[src/rtl/mux_rr_sequencer.sv]
// ---------------------------------------------------------------------------
// mux_rr_sequencer
//
// Upstream control stage for mux_param. It scans N_CH level-sensitive request
// lines round-robin, drives the mux select, captures the selected mux output
// into a holding register, and presents that word downstream with a
// valid/ready handshake. The served channel receives a one-cycle ack pulse so
// the requester can retire its word.
//
// Configuration macro:
//   MUX_SEQ_FIXED_PRIO_EN - when defined, the grant is always the lowest-index
//                           set request bit, and the round-robin pointer is
//                           held at 0.
//
// Ports:
//   clk        in   1      single clock, rising edge
//   rst_n      in   1      asynchronous active-low reset
//   req        in   N_CH   per-channel request, level-sensitive
//   ack        out  N_CH   one-hot, one-cycle pulse to the served channel
//   sel        out  SEL_W  select driven to mux_param.sel
//   mux_out    in   WIDTH  mux_param.out, a combinational function of sel
//   out_data   out  WIDTH  captured word
//   out_valid  out  1      out_data valid
//   out_ready  in   1      downstream accepts out_data
//   out_ch     out  SEL_W  channel index of out_data
// ---------------------------------------------------------------------------
module mux_rr_sequencer #(
  parameter int WIDTH = 8,
  parameter int N_CH  = 4
) (
  input  logic                       clk,
  input  logic                       rst_n,
  input  logic [N_CH-1:0]            req,
  output logic [N_CH-1:0]            ack,
  output logic [$clog2(N_CH)-1:0]    sel,
  input  logic [WIDTH-1:0]           mux_out,
  output logic [WIDTH-1:0]           out_data,
  output logic                       out_valid,
  input  logic                       out_ready,
  output logic [$clog2(N_CH)-1:0]    out_ch
);

  localparam int SEL_W = $clog2(N_CH);

  localparam logic [1:0] IDLE   = 2'd0;
  localparam logic [1:0] SELECT = 2'd1;
  localparam logic [1:0] HOLD   = 2'd2;

  logic [1:0]       state_r;
  logic [SEL_W-1:0] ptr_r;
  logic [SEL_W-1:0] sel_r;
  logic [SEL_W-1:0] out_ch_r;
  logic [WIDTH-1:0] out_data_r;
  logic             out_valid_r;
  logic [N_CH-1:0]  ack_r;
  logic [SEL_W-1:0] grant_s;

  // First set request bit at or above base, wrapping N_CH-1 -> 0. N_CH is a
  // power of two, so the SEL_W-bit addition wraps modulo N_CH by itself.
  function automatic logic [SEL_W-1:0] rr_pick(input logic [N_CH-1:0] r,
                                               input logic [SEL_W-1:0] base);
    logic [SEL_W-1:0] idx;
    logic             found;
    rr_pick = base;
    found   = 1'b0;
    for (int i = 0; i < N_CH; i++) begin
      idx = base + SEL_W'(i);
      if (!found && r[idx]) begin
        rr_pick = idx;
        found   = 1'b1;
      end else begin
        found   = found;
      end
    end
  endfunction

  // Grant search. With fixed priority the pointer never leaves 0, so the same
  // search yields the lowest-index set bit.
  always_comb begin
    grant_s = rr_pick(req, ptr_r);
  end

  // Sequencer FSM and all registered outputs.
  always_ff @(posedge clk or negedge rst_n) begin
    if (!rst_n) begin
      state_r     <= IDLE;
      ptr_r       <= {SEL_W{1'b0}};
      sel_r       <= {SEL_W{1'b0}};
      out_ch_r    <= {SEL_W{1'b0}};
      out_data_r  <= {WIDTH{1'b0}};
      out_valid_r <= 1'b0;
      ack_r       <= {N_CH{1'b0}};
    end else begin
      case (state_r)
        IDLE: begin
          ack_r <= {N_CH{1'b0}};
          if (|req) begin
            sel_r   <= grant_s;
            state_r <= SELECT;
          end else begin
            state_r <= IDLE;
          end
        end
        SELECT: begin
          // The mux has had the whole cycle to settle on sel_r.
          out_data_r  <= mux_out;
          out_ch_r    <= sel_r;
          out_valid_r <= 1'b1;
          ack_r       <= {{(N_CH-1){1'b0}}, 1'b1} << sel_r;
          state_r     <= HOLD;
        end
        HOLD: begin
          ack_r <= {N_CH{1'b0}};
          if (out_valid_r && out_ready) begin
            out_valid_r <= 1'b0;
`ifdef MUX_SEQ_FIXED_PRIO_EN
            ptr_r       <= {SEL_W{1'b0}};
`else
            ptr_r       <= out_ch_r + {{(SEL_W-1){1'b0}}, 1'b1};
`endif
            state_r     <= IDLE;
          end else begin
            state_r     <= HOLD;
          end
        end
        default: begin
          out_valid_r <= 1'b0;
          ack_r       <= {N_CH{1'b0}};
          state_r     <= IDLE;
        end
      endcase
    end
  end

  assign sel       = sel_r;
  assign out_ch    = out_ch_r;
  assign out_data  = out_data_r;
  assign out_valid = out_valid_r;
  assign ack       = ack_r;

endmodule

[config.mk]
export PLATFORM = sky130hd
export DESIGN_NAME = mux_rr_sequencer
export DESIGN_NICKNAME = d
export VERILOG_FILES = /design/src/rtl/mux_rr_sequencer.sv
export SDC_FILE = /design/constraint.sdc
export NUM_CORES = 1
export LEC_CHECK = 0
export CAP_MARGIN = 20
export CORE_MARGIN = 5
export CORE_UTILIZATION = 46
export CTS_CLUSTER_DIAMETER = 80
export DETAILED_ROUTE_END_ITERATION = 8
export PLACE_DENSITY_LB_ADDON = 0.08
export SYNTH_ARGS = -nofsm -noshare
export SYNTH_HDL_FRONTEND = slang
export SYNTH_SLANG_ARGS = --single-unit
[constraint.sdc]
create_clock -name clk -period 3.56 [get_ports clk]
set_input_delay 0.712 -clock clk [delete_from_list [all_inputs] [get_ports clk]]
set_output_delay 0.712 -clock clk [all_outputs]
set_load 0.05 [all_outputs]
## Word-level counts from Yosys, hierarchy flattened

Cells that the tools add are included.

| cells by class | value |
|---|---|
| add/sub/neg operators | 4 |
| magnitude comparators | 4 |
| equality and inequality tests | 3 |
| shifts and indexed selects | 1 |
| mux-type cells | 20 |
| bitwise gates (word level) | 1 |
| reductions and logical operators | 12 |

Operators with widths:

| cell | number |
|---|---|
| < comparator 2 x 3 -> 1 bit (second input constant) | 4 |
| 2-to-1 mux 1 bit | 9 |
| binary-select mux 1 bit (select 2 bit) | 4 |
| 2-to-1 mux 2 bit | 4 |
| case mux 2 bit (3 select lines) | 1 |
| AND reduction 2 bit | 3 |
| adder 2 x 1 -> 2 bit (second input constant) | 2 |
| adder 2 bit (second input constant) | 2 |
| logical AND 1 bit | 4 |
| 2-to-1 mux 4 bit | 1 |
| OR reduction 4 bit | 1 |
| left shift 1 x 2 -> 4 bit (first input constant) | 1 |
| logical NOT 1 bit | 3 |
| case mux 1 bit (3 select lines) | 1 |
| == test 2 x 1 -> 1 bit (second input constant) | 1 |
| == test 2 bit (second input constant) | 1 |
| logical NOT 2 bit | 1 |
| != test 2 bit (second input constant) | 1 |
| NOT 1 bit | 1 |

| storage, ports and cells | value |
|---|---|
| flip-flop bits (word level) | 21 |
| input port bits | 15 |
| logic and storage cells | 52 |

## Longest topological paths before layout

| logic depth | value |
|---|---|
| word-level depth | 12 |
| mapped depth | 4 |

## Worst setup path after synthesis

Ideal clock, no wire load.

| timing path | value |
|---|---|
| path kind | input-to-reg |
| from | input port req[0] |
| to | register sel_r[1] (netlist: sel[1]) |
| library setup time | 0.123 ns |
| arrival time | 1.396 ns |
| required time | 3.437 ns |
| path slack | 2.041 ns |
| cell stages on the path | 4 |
| cell sequence | mux2_4 -> o22a_1 -> o221ai_1 -> o21ai_1 |

| on the way | value |
|---|---|
| cells in the longest elaborated chain, start to end | 12 |
| elaborated cells between the ends (all ways) | 22 |
| classes of those cells | 14 x mux; 8 x reduce/logical |

RTL lines:

| element | line | RTL |
|---|---|---|
| start, declared | 33 | `input logic [N_CH-1:0] req,` |
| binary-select mux 1 bit (select 2 bit) | 68 | `if (!found && r[idx]) begin` |
| 2-to-1 mux 1 bit (implied by the code) | 68 |  |
| 2-to-1 mux 1 bit | 68 |  |
| logical NOT 1 bit | 68 |  |
| logical AND 1 bit | 68 |  |
| 2-to-1 mux 1 bit | 68 |  |
| logical NOT 1 bit | 68 |  |
| logical AND 1 bit | 68 |  |
| 2-to-1 mux 1 bit | 68 |  |
| logical NOT 1 bit | 68 |  |
| logical AND 1 bit | 68 |  |
| 2-to-1 mux 2 bit | 68 |  |
| end signal, assigned | 88 | `sel_r <= {SEL_W{1'b0}};` |
| end signal, assigned | 98 | `sel_r <= grant_s;` |
| end, declared | 51 | `logic [SEL_W-1:0] sel_r;` |

Parallel ways exist; a longest one is shown, timed or not. The select of a mux whose other input is x is not followed.
A chain may end at the register's enable or synchronous reset.

## Worst setup path after layout

| timing path | value |
|---|---|
| from | register sel_r[0] (netlist: sel[0]) |
| to | output port sel[0] |

RTL lines:

| element | line | RTL |
|---|---|---|
| end, declared | 35 | `output logic [$clog2(N_CH)-1:0] sel,` |

No word-level cell between the ends.

==> impl_metrics.tcl <==
set metrics [dict create \
    die_h_microns 54.3 \
    numClockSinks 21 \
    antenna_cells_inserted 0 \
    crit_path_max_fanout 6 \
    ratio_of_total_power_to_cell_area_nw_per_um2 995 \
    worstPathArrival_ns 1.61 \
    ys.warnings.count 0 \
    seq_cells_post_synth 21 \
    coreArea_sq_um 1920 \
    setup_total_negative_slack_ns 0 \
    timing.critical_path.buf_inv 1 \
    required_time_of_the_worst_setup_path_ns 2.85 \
    syn-cell-area_sq_um 905 \
    post-cts-setup-buffers 0 \
    layout-drive-gt1-share 0.0310 \
    grt_setup_unrepaired "no" \
    initial_antenna_violation_count 0 \
    floorplan.initialDensity 0.471 \
    drv.max_cap_violation_count 0 \
    result_of_the_run "finished clean" \
    slew_headroom 0.383 \
    per_instance_average_area_after_synthesis_sq_um 9.42 \
    tightest_hold_check_type "flip-flop to flip-flop" \
    post-route-period-util 0.652 \
    timing.critical_path.from_type "flip-flop" \
    floorplan.die_area_sq_um 2950 \
    worstSkewPairLatency_ns 0.30 \
    antenna_left 0 \
    setup_viol_count_final 0 \
    synth_fp_nets 111 \
    cts-htree-levels 1 \
    tritoncts.num_buffers 3 \
    power.static_leakage_nw 0.597 \
    drt_first_iter_violations 8 \
    worstPathCellList "clkdlybuf4s50_1" \
    timing.fmax_mhz 431 \
    cts.path.max_buffers 2 \
    synth.yosys.seq_area_share 0.581 \
    met2RoutedLength_microns 991 \
    finalHoldViolations 0 \
    finalWorstPathRequiredPeriod_ns 2.32 \
    grt.total_usage 0.164 \
    cts.clk_slew.worst_paths_ns 0.11 \
    syn_inst 96 \
    synthesis_to_finish_area_growth_pct 39.8 \
    met3WireLength_microns 117 \
    clock-skew-final_ns 0.00363 \
    clock-root-buffer "sky130_fd_sc_hd__clkbuf_4" \
    cts_hold_buffers 0 \
    worst-slew-pin-transition_ns 0.922 \
    synthDistinctLibCells 23 \
    grt_pass1_vias 787 \
    critical_path.top_delay_family "buffers and inverters" \
    library_cell_contributing_the_largest_single_delay_on_the_critical_path "sky130_fd_sc_hd__clkdlybuf4s50_1" \
    post-dp-hpwl_microns 1510 \
    grt_max_degree 22 \
    drc 0 \
    dr.max_layer_used "met4" \
    die_x_microns 54.3 \
    cpPeakStageDelay_ns 0.84 \
    grt_pass1_wl_microns 3410 \
    postCtsResizedCells 0 \
    final-max-slew-violation-count 0 \
    routedLengthMet1_microns 907 \
    routed_wire_length_per_instance_microns 13.1 \
    global_route.overflow_total 0 \
    drt_first_pass_iters 4 \
    crit_path_capture_type "primary output" \
    routabilityCongestion 0.795 \
    crit_type "flip-flop to primary output" \
    rows 16 \
    vdd_drop_max_mv 0.567 \
    routed_wirelength_microns 2050 \
    postLayoutCoreUtil 0.658 \
    tritoncts "yes" \
    io-pin-count 32 \
    via_count 787 \
    placement.io_buffers 31 \
    vias_cell 5.04 \
    post_layout_nets 145 \
]
[placed cells by master, fill, tap and decap left out, types with 2 or more instances in the layout]
cell type / instances
sky130_fd_sc_hd__inv_1: 3
sky130_fd_sc_hd__clkdlybuf4s50_1: 31
sky130_fd_sc_hd__nand2_1: 36
sky130_fd_sc_hd__clkbuf_4: 3
sky130_fd_sc_hd__o21ai_1: 4
sky130_fd_sc_hd__o221ai_1: 2
sky130_fd_sc_hd__dfrtp_1: 21
sky130_fd_sc_hd__nor2_1: 5
sky130_fd_sc_hd__a21oi_1: 5
sky130_fd_sc_hd__o21ai_0: 2
sky130_fd_sc_hd__nor2b_1: 3
[final timing paths]
kind / from / to / slack, ns / cells after the start
min in group asynchronous: rst_n / ack[0]$_DFF_PN0_ / 0.92 / 1
min reg2reg: out_data[7]$_DFFE_PN0P_ / out_data[7]$_DFFE_PN0P_ / 0.48 / 2
max: sel[0]$_DFFE_PN0P_ / sel[0] / 1.24 / 1
max reg2reg: state_r[0]$_DFF_PN0_ / ack[1]$_DFF_PN0_ / 2.12 / 3
min: out_data[7]$_DFFE_PN0P_ / out_data[7]$_DFFE_PN0P_ / 0.48 / 2
max in group asynchronous: rst_n / out_data[4]$_DFFE_PN0P_ / 2.08 / 1
[flip-flops by register name, indices dropped and copies added, names as in the netlist]
name       cells
sel            2
ack            4
out_data       8
state_r        2
ptr_r          2
out_ch         2
out_valid      1
[synthesized netlist by cell type]
library cell / n / area share
sky130_fd_sc_hd__nand2_1: 36 / 0.15
sky130_fd_sc_hd__dfrtp_1: 21 / 0.58
sky130_fd_sc_hd__a21oi_1: 5 / 0.028
sky130_fd_sc_hd__nor2_1: 5 / 0.021
sky130_fd_sc_hd__o21ai_1: 4 / 0.022
sky130_fd_sc_hd__inv_1: 3 / 0.012
sky130_fd_sc_hd__nor2b_1: 3 / 0.021
sky130_fd_sc_hd__buf_2: 2 / 0.011
sky130_fd_sc_hd__o21ai_0: 2 / 0.011
sky130_fd_sc_hd__o221ai_1: 2 / 0.019
sky130_fd_sc_hd__a211o_1: 1 / 0.0097
sky130_fd_sc_hd__and3_1: 1 / 0.0069
sky130_fd_sc_hd__and4bb_1: 1 / 0.014
sky130_fd_sc_hd__mux2_4: 1 / 0.017
sky130_fd_sc_hd__nand2b_1: 1 / 0.0069
sky130_fd_sc_hd__nand3b_1: 1 / 0.0083
sky130_fd_sc_hd__nand4b_1: 1 / 0.0097
sky130_fd_sc_hd__nor3_1: 1 / 0.0055
sky130_fd_sc_hd__nor3b_1: 1 / 0.0083
sky130_fd_sc_hd__nor4bb_1: 1 / 0.011
sky130_fd_sc_hd__o21a_1: 1 / 0.0083
sky130_fd_sc_hd__o22a_1: 1 / 0.0097
sky130_fd_sc_hd__xor2_1: 1 / 0.0097
[area by class of cell]
| class | instances | area [sq um] |
|---|---|---|
| Clock buffer | 4 | 26.3 |
| Fill cell | 172 | 657 |
| Inverter | 3 | 11.3 |
| Multi-Input combinational cell | 70 | 358 |
| Sequential cell | 21 | 526 |
| Tap cell | 27 | 33.8 |
| Timing Repair Buffer | 31 | 310 |
[power breakdown]
group	switching [mW]	leakage [nW]	internal, mW	total, mW
Combinational	0.458	0.320	0.247	0.705
Sequential	0.0994	0.262	0.343	0.442
Clock	0.0682	0.0150	0.0436	0.112
[routing by layer]
layer | up-vias | global-route usage
li1 | 384 | -
met1 | 375 | 0.192
met2 | 24 | 0.277
met3 | 4 | 0.0409
met4 | 0 | 0.0788
met5 | - | 0
[stage by stage]
| stage | worst slack [ns] | total power, mW | cells | cell area, sq um | hold WS [ns] |
|---|---|---|---|---|---|
| global placement | 1.38 | 1.14 | 152 | 1240 | 0.457 |
| CTS | 1.23 | 1.27 | 156 | 1260 | 0.489 |
| global route | 1.18 | 1.34 | 156 | 1260 | 0.504 |
| finish | 1.24 | 1.26 | 156 | 1260 | 0.483 |
| detailed placement | 1.32 | 1.16 | 152 | 1240 | 0.465 |
| floorplan | 2.04 | 0.914 | 96 | 905 | 0.416 |
[kinds of logic (layout without fill, tap and decap cells)]
| family | count (synthesis) | in the layout | synth area share |
|---|---|---|---|
| xor+xnor | 1 | 1 | 0.00968 |
| buf+inv | 5 | 38 | 0.0235 |
| flops | 21 | 21 | 0.581 |
| compound gates | 16 | 16 | 0.108 |
| simple gates | 52 | 52 | 0.261 |
| mux | 1 | 1 | 0.0166 |
Power figures use the tool's default switching activity.
